`config.mk`:
```
export PLATFORM = sky130hd
export DESIGN_NAME = sat_counter
export DESIGN_NICKNAME = d
export VERILOG_FILES = /design/src/rtl/sat_counter.sv
export SDC_FILE = /design/constraint.sdc
export NUM_CORES = 1
export LEC_CHECK = 0
export ABC_CLOCK_PERIOD_IN_PS = 2200
export CORE_MARGIN = 2
export CORE_UTILIZATION = 40
export CTS_CLUSTER_DIAMETER = 80
export DETAILED_ROUTE_END_ITERATION = 10
export PLACE_DENSITY = 0.65
export SYNTH_ARGS = -nofsm -noshare
export SYNTH_HDL_FRONTEND = slang
export SYNTH_SLANG_ARGS = --single-unit
```
`constraint.sdc`:
```
create_clock -name i_clk -period 2.2 [get_ports i_clk]
set_input_delay 0.44 -clock i_clk [delete_from_list [all_inputs] [get_ports i_clk]]
set_output_delay 0.44 -clock i_clk [all_outputs]
set_load 0.05 [all_outputs]
```
`src/rtl/sat_counter.sv`:
```
// Up-counter that holds at all-ones; synchronous clear has priority over increment.
module sat_counter #(
  parameter int unsigned W = 16
) (
  input  logic         i_clk,
  input  logic         i_rst_n,
  input  logic         i_inc,
  input  logic         i_clr,
  output logic [W-1:0] o_q
);

  logic [W-1:0] r_q;

  always_ff @(posedge i_clk or negedge i_rst_n) begin
    if (!i_rst_n) begin
      r_q <= '0;
    end else if (i_clr) begin
      r_q <= '0;
    end else if (i_inc && (r_q != '1)) begin
      r_q <= r_q + W'(1);
    end
  end

  assign o_q = r_q;

endmodule

```
==> run metrics <==
sw power 0.1304 mW; DR iter-0 viols 13; count of cells resized by post-cts repair 0; buffer and inverter count on the worst path 1; status finished, final reports clean; Core Box Area 2212 um^2; CP max FO 8; min Tclk post-route about 2100 ps; Placed Cells roughly 150; PortBufs 19; Peak supply drop 0.3234 mV; die area 2759 um^2; commonest non-fill, non-tap cell in the layout clkdlybuf4s50_1; RSZ-0062 raised after global routing no; fill count ~220; Hold WC Path Type input pin to async pin; die span in y between 50 and 60 um; cts hold-fix bufs 0; Initial Utilization 0.4259; final hold vios 0; GPL Wtd Cong 0.8558; H-tree depth 1; top cell type's share of synthesized area 0.4250; Worst slew margin 0.6653; CP Capture Type primary output; drt wl/cell 14.38 um; CP Launch Type flop; CTS Buffer Depth 2; Int Power 0.4156 mW; Setup Buffers After CTS 0; Final Non-Filler Cells 150; sw frac 0.2388; vias in the first global route 801; critical path type flop to primary output; Max Cap Viol 0; first-pass GRT wire length 3691 um; DRC Markers 0; final clock skew 3.057 ps; CTS Sinks 16; DR vias 879; Synth Cell Area 942.2 um^2; Min Hold Slack 473.0 ps; GRT met1 Usage 0.2276; TritonCTS buffer count 3; R2R Setup Slk 220 ps; fin crit share 0.9417; most area-consuming cells after synthesis dfrtp_1 (42%), a21oi_1 (5.8%), o31ai_1 (5.6%); Tot Pwr ~0.55 mW; Placement Setup Slack 83.33 ps; number of cell rows 17; share of layout cells above drive strength 1 0.1557; Via density 5.860; grt total ovfl 0; sequential group share of total power 0.551; DRT Pass-1 Iters 4; sequential-to-total area share from yosys stat 0.4250; Multi-input gate area 504.2 um^2; Leakage 0.4888 nW; clk_lat worst skew 280 ps; largest area contributor in the netlist dfrtp_1; fin. max-slew vios 0; Syn Area/Cell 9.614 um^2; register cell area after layout 400.4 um^2; delay of the slowest cell on the worst path 850 ps; Syn-to-layout area delta 29.75%; routing usage on met3 0.03429; number of synthesized register bits 16; final worst setup slack 128.2 ps; Nets approximately 130; GRT Total Usage 0.1839; ant diodes 0; Die X 52.53 um; power density over the cells 446.6 nW/um^2; CTS tree yes; Largest register FFs 16; largest net degree at the start of global routing 20; Comb pwr share 0.094; I/O pin count 20; slowest CP cell clkdlybuf4s50_1; CTS clk-pin slew, worst paths 100 ps; Syn Inst Count between 90 and 100; synth unique cells 28; Final TNS setup 0 ps; hpwl dp 1585 um; Yosys warning count 0; Net Count, Synth 103; routing usage on met2 0.3167; DP Area 1186 um^2; worst path cell trace clkdlybuf4s50_1; clock root buffer clkbuf_4; critical path required time 1760 ps; post-route ant nets 0; maximum clock frequency 482.7 MHz; post-layout util 0.5526; drt total wl 2157 um; post-route cell area between 1000 and 1500 um^2; initial antenna violation count 0; final setup fails 0; cell class contributing the biggest share of worst-path delay buffers and inverters; most frequent cells in the layout clkdlybuf4s50_1 (19), dfrtp_1 (16), a21oi_1 (11); Slew @ Worst Pin about 500 ps; GR peak layer met2; Worst Path Arrival roughly 1600 ps; Clock power frac 0.355
-- Yosys cell counts (all sizes together) --
| cell type | instances |
|---|---|
| or4 | 7 |
| a211oi | 1 |
| dfrtp | 16 |
| o21ai | 4 |
| nor4 | 5 |
| nor2b | 4 |
| and4 | 2 |
| o211ai | 1 |
| and3 | 2 |
| nand2 | 6 |
| mux2 | 4 |
| inv | 3 |
| o31ai | 7 |
| buf | 1 |
| ha | 1 |
| nand3b | 1 |
| a21oi | 11 |
| nor2 | 4 |
| nand3 | 3 |
| clkbuf | 4 |
| nand4 | 7 |
| nor3 | 1 |
| or3 | 3 |
-- path summary, 6_finish.rpt --
path,from,depth (start not counted),to
min,i_rst_n,2,o_q[14]$_DFFE_PN0P_
max reg2reg,o_q[0]$_DFFE_PN0P_,6,o_q[11]$_DFFE_PN0P_
min in group i_clk,o_q[10]$_DFFE_PN0P_,2,o_q[10]$_DFFE_PN0P_
min reg2reg,o_q[10]$_DFFE_PN0P_,2,o_q[10]$_DFFE_PN0P_
max in group asynchronous,i_rst_n,2,o_q[9]$_DFFE_PN0P_
max,o_q[2]$_DFFE_PN0P_,1,o_q[2]
-- routing by layer --
| metal | part of all wire | up-vias |
|---|---|---|
| li1 | - | 431 |
| met1 | 0.46 | 429 |
| met2 | 0.50 | 17 |
| met3 | 0.039 | 2 |
| met4 | 0.0060 | 0 |
| met5 | 0 | - |
-- cells by family after synthesis --
kind of cell    after synthesis  share of synthesized area
buf+inv                       8                    0.03983
compound gates               24                     0.1620
simple gates                 45                     0.3121
flops                        16                     0.4250
mux                           4                    0.04781
fa+ha+maj                     1                    0.01328
-- cell type report --
type	count	share of cell area
multi-input combinational	74	0.4125
sequential	16	0.3275
timing repair buffer	25	0.1924
clock buffer	4	0.02968
tap	28	0.02866
inverter	3	0.009212
-- power groups by stage --
| stage | Combinational, mW | Sequential (mW) | Clock (mW) |
|---|---|---|---|
| after floorplan | 0.0166 | 0.315 | 0 |
| after global placement | 0.0509 | 0.306 | 0 |
| after detailed placement | 0.0523 | 0.306 | 0 |
| after CTS | 0.0525 | 0.301 | 0.201 |
| after global routing | 0.0574 | 0.301 | 0.214 |
| final | 0.0513 | 0.301 | 0.194 |
Power figures use the tool's default switching activity.
